==> config.mk <==
export PLATFORM = sky130hd
export DESIGN_NAME = seq_multiplier
export DESIGN_NICKNAME = d
export VERILOG_FILES = /design/src/rtl/seq_multiplier.sv
export SDC_FILE = /design/constraint.sdc
export NUM_CORES = 1
export LEC_CHECK = 0
export BUFFER_PORTS_ARGS = -buffer_cell sky130_fd_sc_hd__buf_2
export CELL_PAD_IN_SITES_DETAIL_PLACEMENT = 0
export CELL_PAD_IN_SITES_GLOBAL_PLACEMENT = 1
export CORE_MARGIN = 1
export CORE_UTILIZATION = 49
export CTS_CLUSTER_SIZE = 28
export DETAILED_ROUTE_END_ITERATION = 10
export PLACE_DENSITY = 0.84
export SYNTH_ARGS = -nofsm -noshare
export SYNTH_HDL_FRONTEND = slang
export SYNTH_SLANG_ARGS = --single-unit
export TNS_END_PERCENT = 5
==> constraint.sdc <==
create_clock -name clk -period 10.26 [get_ports clk]
set_clock_uncertainty 0.2 [all_clocks]
set_input_delay 0.513 -clock clk [delete_from_list [all_inputs] [get_ports clk]]
set_output_delay 0.513 -clock clk [all_outputs]
set_load 0.01 [all_outputs]
==> src/rtl/seq_multiplier.sv <==
// seq_multiplier
//   Iterative shift-and-add multiplier. One partial product of the
//   multiplicand, gated by one multiplier bit, is accumulated per clock, so a
//   full 2N-bit product is ready N clocks after the operands are accepted.
//   Supports unsigned and two's-complement operands.
//
// Ports
//   clk           clock, all state changes on the rising edge
//   rst           asynchronous active-high reset
//   in_valid      operands and mode are presented
//   in_ready      block can accept operands (IDLE)
//   multiplicand  operand A, N bits
//   multiplier    operand B, N bits
//   signed_mode   1 = two's-complement, 0 = unsigned
//   out_valid     product valid and held (DONE)
//   out_ready     consumer accepts the product
//   product       2N-bit result A*B, held until the next result
//   busy          high while iterating (RUN)
module seq_multiplier #(
   parameter int N = 5
) (
   input  logic           clk,
   input  logic           rst,
   input  logic           in_valid,
   output logic           in_ready,
   input  logic [N-1:0]   multiplicand,
   input  logic [N-1:0]   multiplier,
   input  logic           signed_mode,
   output logic           out_valid,
   input  logic           out_ready,
   output logic [2*N-1:0] product,
   output logic           busy
);

   localparam int CNT_W = $clog2(N) + 1;

   typedef enum logic [1:0] {
      IDLE = 2'd0,
      RUN  = 2'd1,
      DONE = 2'd2
   } state_t;

   state_t state, state_next;

   logic [2*N-1:0] a_ext;     // multiplicand extended to product width
   logic [N-1:0]   b_reg;     // captured multiplier
   logic           smode;     // captured signed_mode
   logic [2*N-1:0] acc;
   logic [CNT_W-1:0] cnt;

   logic [N-1:0]   b_shift;
   logic [2*N-1:0] pp;
   logic [2*N-1:0] acc_sum;
   logic           last_step;

   // Partial product for the current step. Shifting the multiplier down and
   // taking bit 0 avoids indexing with the wider counter.
   always_comb begin
      b_shift   = b_reg >> cnt;
      pp        = b_shift[0] ? (a_ext << cnt) : '0;
      last_step = (cnt == CNT_W'(N - 1));
      // In signed mode the multiplier MSB carries weight -2^(N-1), so its
      // partial product is subtracted instead of added.
      if (last_step && smode)
         acc_sum = acc - pp;
      else
         acc_sum = acc + pp;
   end

   // State register
   always_ff @(posedge clk or posedge rst) begin
      if (rst)
         state <= IDLE;
      else
         state <= state_next;
   end

   // Next-state logic
   always_comb begin
      state_next = state;
      case (state)
         IDLE:    if (in_valid)  state_next = RUN;
         RUN:     if (last_step) state_next = DONE;
         DONE:    if (out_ready) state_next = IDLE;
         default:                state_next = IDLE;
      endcase
   end

   // Output decode
   always_comb begin
      in_ready  = 1'b0;
      busy      = 1'b0;
      out_valid = 1'b0;
      case (state)
         IDLE:    in_ready  = 1'b1;
         RUN:     busy      = 1'b1;
         DONE:    out_valid = 1'b1;
         default: in_ready  = 1'b0;
      endcase
   end

   // Datapath: operand capture, accumulation, result register
   always_ff @(posedge clk or posedge rst) begin
      if (rst) begin
         a_ext   <= '0;
         b_reg   <= '0;
         smode   <= 1'b0;
         acc     <= '0;
         cnt     <= '0;
         product <= '0;
      end else begin
         case (state)
            IDLE: begin
               if (in_valid) begin
                  if (signed_mode)
                     a_ext <= {{N{multiplicand[N-1]}}, multiplicand};
                  else
                     a_ext <= {{N{1'b0}}, multiplicand};
                  b_reg <= multiplier;
                  smode <= signed_mode;
                  acc   <= '0;
                  cnt   <= '0;
               end
            end
            RUN: begin
               acc <= acc_sum;
               cnt <= cnt + 1'b1;
               if (last_step)
                  product <= acc_sum;
            end
            default: begin
               // DONE: everything held; product stays until the next result
            end
         endcase
      end
   end

endmodule

==> reports/metrics.cfg, run 1 <==
[clocking]
cts_repair_resize_count=0
cts_made_buffers=5
postCtsHoldBufs=0
cts.sink_count=38
worstSkewPairLatency_ns=0.30
clock_tree.root_cell=sky130_fd_sc_hd__clkbuf_8
cts_tree=yes
cts_setup_buffers=0
cts-root-to-sink-buffers=2
reg_clk_slew_reported_paths_ns=0.08
htree_levels=2

[sta]
setup_repair_after_global_routing_missed_its_margin=false
timing.final.crit_share_pct=46.2
finalCriticalPeriod_ns=4.74
worstMarginPinSlew_ns=1.05
slew-limit-headroom_pct=29.9
setup-tns-final_ns=0
timing.fmax_mhz=211
hold_violations=0
final_max_slew_viol_count=0
setup_viol=0

[final_layout]
share_of_layout_cells_above_drive_strength_1_pct=18.4
area_delta_synth_final_pct=11.3
fill_cells=472
n_antenna_cell=0
final_net_count=347
final-instance-count-excl-fill=390
reg_top3=acc: 10 flops, product: 10 flops, a_ext: 6 flops

[routing]
via_per_inst=5.51
drt_iter0_markers=166
met2_wirelength_um=2520
detail_route.wirelength_um=5540
route.detailed.drc=0
wl_met1_um=2710
dr.pass1.iters=4
detailroute.wirelength.met3_um=248
dr_total_vias=2148
final_antenna_net_count=0
maxUsedRoutingLayer=met4
wl_per_cell_um=14.2

[worst_setup_path]
crit_required_ns=10.29
critPathCapture=acc[9]$_DFFE_PP0P_
timing.setup.critical_path_class=register to register
worst-path-max-fanout=20
ff2ff_path_depth=14
cp.arrival_ns=4.77
reg2reg_setup_slack_ns=5.52
endpoint_kind=register
critPathLaunchType=register
setup.worst_path.start=cnt[0]$_DFFE_PP0P_
worst_r2r_endpoint=acc[9]$_DFFE_PP0P_
rr_startpoint=cnt[0]$_DFFE_PP0P_

[synth]
synthesis.area_per_instance_um2=9.04
number_of_flip_flops_and_latches_in_the_synthesized_netlist=38
yosysWarningCount=0
synth_top_flop_cell=sky130_fd_sc_hd__dfrtp_1
syn-cell-area_um2=2680
synth_top_cells_by_area=sky130_fd_sc_hd__dfrtp_1 (35%), sky130_fd_sc_hd__o21ai_0 (6.0%), sky130_fd_sc_hd__ha_1 (5.6%)
ys_types=55
async_flop_share_pct=100
synth_top_area_share_pct=35.4
synth_enable_flop_cells=0
synth_common_cells=sky130_fd_sc_hd__dfrtp_1 (38), sky130_fd_sc_hd__nand2_1 (37), sky130_fd_sc_hd__o21ai_0 (32)
seq_area_frac_synth_pct=35.4
synth.net_count=325
yosysMostFrequentCell=sky130_fd_sc_hd__dfrtp_1
synthDominantAreaCellType=sky130_fd_sc_hd__dfrtp_1
synthCells=297

[place]
detailed_place_hpwl_um=3990
place_inst=382
weighted_congestion_at_the_end_of_routability_driven_global_placement=0.845
io_buffers=27

[worst_hold_path]
hold_path_class=input pin to asynchronous set/reset pin

[global_routing]
grt_pass1_vias=2135
combined_global_route_utilization_of_all_metal_layers_pct=21.8
grt_max_degree=39
antenna_found_initial=0
grt_first_pass_wirelength_um=10100
gr-total-overflow=0

[floorplan]
pin_count=28
fp.dieArea_um2=5780
initial_utilization_pct=51.6
rows=26
die_w_um=76.0
core_area_um2=5200
die_h_um=76.0

[run]
max-cap-violations=0

[run_status]
status=complete, no violations

-- placed cells by master (no fill, tap or decap), drive strengths merged, types with 2 or more instances in the layout --
| master | synthesis | routed |
|---|---|---|
| xor2 | 5 | 5 |
| and2 | 2 | 2 |
| xnor2 | 7 | 7 |
| a31oi | 2 | 2 |
| bufinv | 0 | 2 |
| clkbuf | 8 | 6 |
| o22ai | 2 | 2 |
| mux2 | 13 | 13 |
| dfrtp | 38 | 38 |
| nand3b | 2 | 2 |
| nor2 | 15 | 15 |
| nand4 | 2 | 2 |
| or4 | 4 | 4 |
| nor2b | 6 | 6 |
| mux2i | 11 | 11 |
| buf | 6 | 29 |
| a211o | 2 | 2 |
| and3 | 2 | 2 |
| mux4 | 2 | 2 |
| ha | 12 | 12 |
| a32oi | 2 | 2 |
| a21oi | 13 | 13 |
| a2111oi | 2 | 2 |
| o21ai | 32 | 32 |
| or3 | 2 | 2 |
| nand2 | 37 | 37 |
| o31ai | 3 | 3 |
| nand3 | 15 | 15 |
| inv | 14 | 14 |
| o31a | 2 | 2 |
| a21o | 2 | 2 |
| nor3 | 2 | 2 |
| nand2b | 9 | 9 |
| a31o | 2 | 2 |
| o21a | 3 | 3 |
| a211oi | 5 | 5 |
-- through the flow --
step	instance area [um^2]	setup slack [ns]	hold slack (ns)	util, %
floorplan	2680	6.31	0.269	-
global route	2990	5.16	0.163	57.4
detailed placement	2840	5.58	0.259	54.6
CTS	2990	5.55	0.124	57.4
finish	2990	5.52	0.113	57.4
global placement	2840	5.76	0.255	54.6
-- critical path, cell delays in order, from the launching register on --
cell and delay (ns):
sky130_fd_sc_hd__dfrtp_1 0.80, sky130_fd_sc_hd__mux4_2 0.64, sky130_fd_sc_hd__and2_0 0.26, sky130_fd_sc_hd__nand2_1 0.13, sky130_fd_sc_hd__ha_1 0.23, sky130_fd_sc_hd__o21ai_0 0.17, sky130_fd_sc_hd__o21ai_0 0.22, sky130_fd_sc_hd__a32oi_1 0.13
sky130_fd_sc_hd__ha_1 0.24, sky130_fd_sc_hd__or4_1 0.52, sky130_fd_sc_hd__o22ai_1 0.24, sky130_fd_sc_hd__o21a_1 0.23, sky130_fd_sc_hd__inv_1 0.07, sky130_fd_sc_hd__or4_1 0.50, sky130_fd_sc_hd__nand4_1 0.11
-- logic make-up (layout without fill, tap and decap cells) --
family | Yosys count | count (layout) | share of synthesized area [%]
AOI/OAI and AO/OA | 78 | 78 | 19.3
buffers and inverters | 29 | 52 | 4.99
DFF | 38 | 38 | 35.4
and+or+nand+nor | 101 | 101 | 18.4
adders and majority gates | 13 | 13 | 6.34
muxes | 26 | 26 | 11.4
xor gates and xnor gates | 12 | 12 | 4.20
-- routing by layer --
| metal | track usage, % | vias to the layer above |
|---|---|---|
| li1 | - | 1112 |
| met4 | 6.54 | 0 |
| met1 | 31.0 | 984 |
| met2 | 34.3 | 46 |
| met5 | 0 | - |
| met3 | 3.71 | 6 |
-- layout make-up --
class / instances / area [um^2] / share of cell area, %
Multi-Input combinational cell: 230 / 1600 / 53.5
Sequential cell: 38 / 951 / 31.8
Clock inverter: 2 / 60.1 / 2.01
Inverter: 15 / 56.3 / 1.89
Tap cell: 70 / 87.6 / 2.93
Clock buffer: 6 / 82.6 / 2.76
Timing Repair Buffer: 29 / 150 / 5.03
-- worst min path at each step --
stage	start	cells after the start	slack (ns)	end
after CTS	rst	3	0.12	product[9]$_DFFE_PP0P_
after floorplan	acc[0]$_DFFE_PP0P_	2	0.27	acc[0]$_DFFE_PP0P_
final	rst	3	0.11	product[9]$_DFFE_PP0P_
after global routing	rst	3	0.16	product[9]$_DFFE_PP0P_
after global placement	product[3]$_DFFE_PP0P_	2	0.25	product[3]$_DFFE_PP0P_
after detailed placement	product[3]$_DFFE_PP0P_	2	0.26	product[3]$_DFFE_PP0P_
Power of run 1 is not shown: default switching activity piles up to over one toggle a cycle in this logic, so the estimate is an artifact.
==> run 2: changes to the inputs <==
--- a/config.mk
+++ b/config.mk
@@ -9,10 +9,10 @@
 export CELL_PAD_IN_SITES_DETAIL_PLACEMENT = 0
 export CELL_PAD_IN_SITES_GLOBAL_PLACEMENT = 1
 export CORE_MARGIN = 1
-export CORE_UTILIZATION = 49
+export CORE_UTILIZATION = 41
 export CTS_CLUSTER_SIZE = 28
 export DETAILED_ROUTE_END_ITERATION = 10
-export PLACE_DENSITY = 0.84
+export PLACE_DENSITY = 0.74
 export SYNTH_ARGS = -nofsm -noshare
 export SYNTH_HDL_FRONTEND = slang
 export SYNTH_SLANG_ARGS = --single-unit
==> constraint.sdc (replaced) <==
create_clock -name clk -period 4.2 [get_ports clk]
set_clock_uncertainty 0.2 [all_clocks]
set_input_delay 0.21 -clock clk [delete_from_list [all_inputs] [get_ports clk]]
set_output_delay 0.21 -clock clk [all_outputs]
set_load 0.01 [all_outputs]
==> run 2 against run 1 <==
  * Cell area up 6.1%
  * Highest routed layer unchanged
  * Critical path depth unchanged
  * Fmax up 20%
  * Global-route usage down 2.6 points
  * Clock-buffer cell count up 1
==> reports/metrics.cfg, run 2 (same netlist as run 1, synthesis figures left out) <==
[clocking]
clock_tree.root_cell=sky130_fd_sc_hd__clkbuf_8
cts_tree=yes
cts_made_buffers=5  ; unchanged
reg_clk_slew_reported_paths_ns=0.08  ; about the same
cts-root-to-sink-buffers=2  ; unchanged
worstSkewPairLatency_ns=0.29  ; about the same
htree_levels=2  ; unchanged
cts.sink_count=38  ; unchanged

[floorplan]
initial_utilization_pct=42.3  ; -9.3 points
rows=29  ; +12%
pin_count=28  ; unchanged
die_w_um=82.9  ; +9.1%
fp.dieArea_um2=6870  ; +19%
die_h_um=82.9  ; +9.1%
core_area_um2=6350  ; +22%

[routing]
detail_route.wirelength_um=6060  ; +9.4%
dr_total_vias=2242  ; +4.4%
final_antenna_net_count=0  ; unchanged
via_per_inst=5.34  ; -3.1%
dr.pass1.iters=4  ; unchanged
drt_iter0_markers=135  ; -19%
route.detailed.drc=0  ; unchanged
wl_per_cell_um=14.4  ; +1.6%

[final_layout]
n_antenna_cell=0  ; unchanged
leading_cell_type_in_the_layout_fill_and_taps_excluded=sky130_fd_sc_hd__dfrtp_1
final_net_count=370  ; +6.6%
area_delta_synth_final_pct=18.1
share_of_layout_cells_above_drive_strength_1_pct=20.7  ; +2.3 points
reg_top3=acc: 10 flops, product: 10 flops, a_ext: 6 flops
mostFrequentLayoutCells=sky130_fd_sc_hd__dfrtp_1 (38), sky130_fd_sc_hd__nand2_1 (37), sky130_fd_sc_hd__o21ai_0 (31), sky130_fd_sc_hd__buf_2 (27)
final_design_area_no_fill_um2=3170  ; +6.1%

[place]
weighted_congestion_at_the_end_of_routability_driven_global_placement=0.850  ; +0.69%
detailed_place_hpwl_um=4260  ; +6.8%
placed_cell_area_um2=2900  ; +1.9%
io_buffers=27  ; unchanged

[global_routing]
combined_global_route_utilization_of_all_metal_layers_pct=19.3  ; -2.6 points
gr-total-overflow=0  ; unchanged
antenna_found_initial=0  ; unchanged
grt_pass1_vias=2268  ; +6.2%
grt_max_degree=39  ; unchanged
grt_first_pass_wirelength_um=10700  ; +6.4%

[sta]
timing.fmax_mhz=252  ; +20%
holdWs_ns=0.272  ; +0.159 ns
setup_viol=0  ; unchanged
timing.final.crit_share_pct=94.3  ; +48 points
hold_violations=0  ; unchanged
slew-limit-headroom_pct=30.2  ; +0.31 points
finalCriticalPeriod_ns=3.96  ; -0.778 ns
final_max_slew_viol_count=0  ; unchanged
setup-tns-final_ns=0  ; unchanged
worstMarginPinSlew_ns=1.04  ; -0.00462 ns

[worst_setup_path]
crit_required_ns=4.23  ; -6.06 ns
worst-path-max-fanout=6  ; -70%
timing.setup.critical_path_class=register to register
max_stage_delay_ns=0.54  ; -0.26 ns
path_cells=mux4_2 > and2_2 > nand2_1 > ha_2 > o21ai_1 > o21ai_0 > a32oi_1 > ha_2 > or4_1 > o22ai_2 > o21a_1 > inv_1 > or4_1 > nand4_1
worst_path_max_delay_cell=sky130_fd_sc_hd__mux4_2
critPathLaunchType=register
ff2ff_path_depth=14  ; unchanged
endpoint_kind=register
cp.arrival_ns=3.99  ; -0.78 ns

[run_status]
status=complete, no violations

[worst_hold_path]
min_path_cells=2
hold_path_class=register to register

[run]
max-cap-violations=0  ; unchanged

-- run 2: cell types whose count changed in the layout (fill, tap and decap cells not counted), sizes merged --
| cell | previous run | this run |
|---|---|---|
| bufinv | 2 | 0 |
| clkinv | 1 | 2 |
| buf | 29 | 38 |
| dlygate4sd3 | 0 | 14 |
| clkbuf | 6 | 7 |
-- run 2: layout make-up --
cell class | count | area, um^2
fillers | 616 | 3180
multi-input cells | 230 | 1610
flip-flops and latches | 38 | 951
repair buffers | 52 | 362
well taps | 77 | 96.3
clock buffers | 7 | 86.3
inverters | 15 | 56.3
clock inverters | 1 | 5.00
-- run 2: repair_timing --
action / 4_1_cts / 5_1_grt
gates resized for setup: 0 / 8
hold buffers: 14 / 0
buffers inserted: 0 / 3
endpoints found under the hold margin: 52 / 0
setup endpoints to repair: 0 / 1
-- run 2: final timing paths --
| kind | startpoint | endpoint | slack, ns |
|---|---|---|---|
| setup / recovery | cnt[0]$_DFFE_PP0P_ | acc[9]$_DFFE_PP0P_ | 0.24 |
| min in group asynchronous | rst | b_reg[1]$_DFFE_PP0P_ | 0.37 |
| max in group asynchronous | rst | product[7]$_DFFE_PP0P_ | 3.08 |
| setup reg to reg | cnt[0]$_DFFE_PP0P_ | acc[9]$_DFFE_PP0P_ | 0.24 |
| hold / removal | product[3]$_DFFE_PP0P_ | product[3]$_DFFE_PP0P_ | 0.27 |
| hold reg to reg | product[3]$_DFFE_PP0P_ | product[3]$_DFFE_PP0P_ | 0.27 |
-- run 2: critical path, delay by kind of cell (launching register included) --
kind	cells	cell delay (ns)
AO/OA/AOI/OAI	5	0.79
adder cells (fa/ha/maj)	2	0.43
buffers and inverters	1	0.07
flip-flops	1	0.40
multiplexers	1	0.54
AND/OR/NAND/NOR	5	1.48
-- run 2: stage by stage --
stage	cells	utilization (%)	worst slack, ns
detailed placement	395	45.6	0.0581
global route	420	49.9	-0.000513
CTS	417	49.3	0.00767
floorplan	297	-	0.252
finish	420	49.9	0.239
global placement	395	45.6	0.156
-- run 2: routing by layer --
layer	vias to the layer above	GRT usage [%]	wire (um)
li1	1151	-	-
met1	1044	25.9	2940
met2	38	31.2	2780
met4	0	7.05	102
met3	9	3.18	227
met5	-	0	0
Power of run 2 is left out for the same reason.
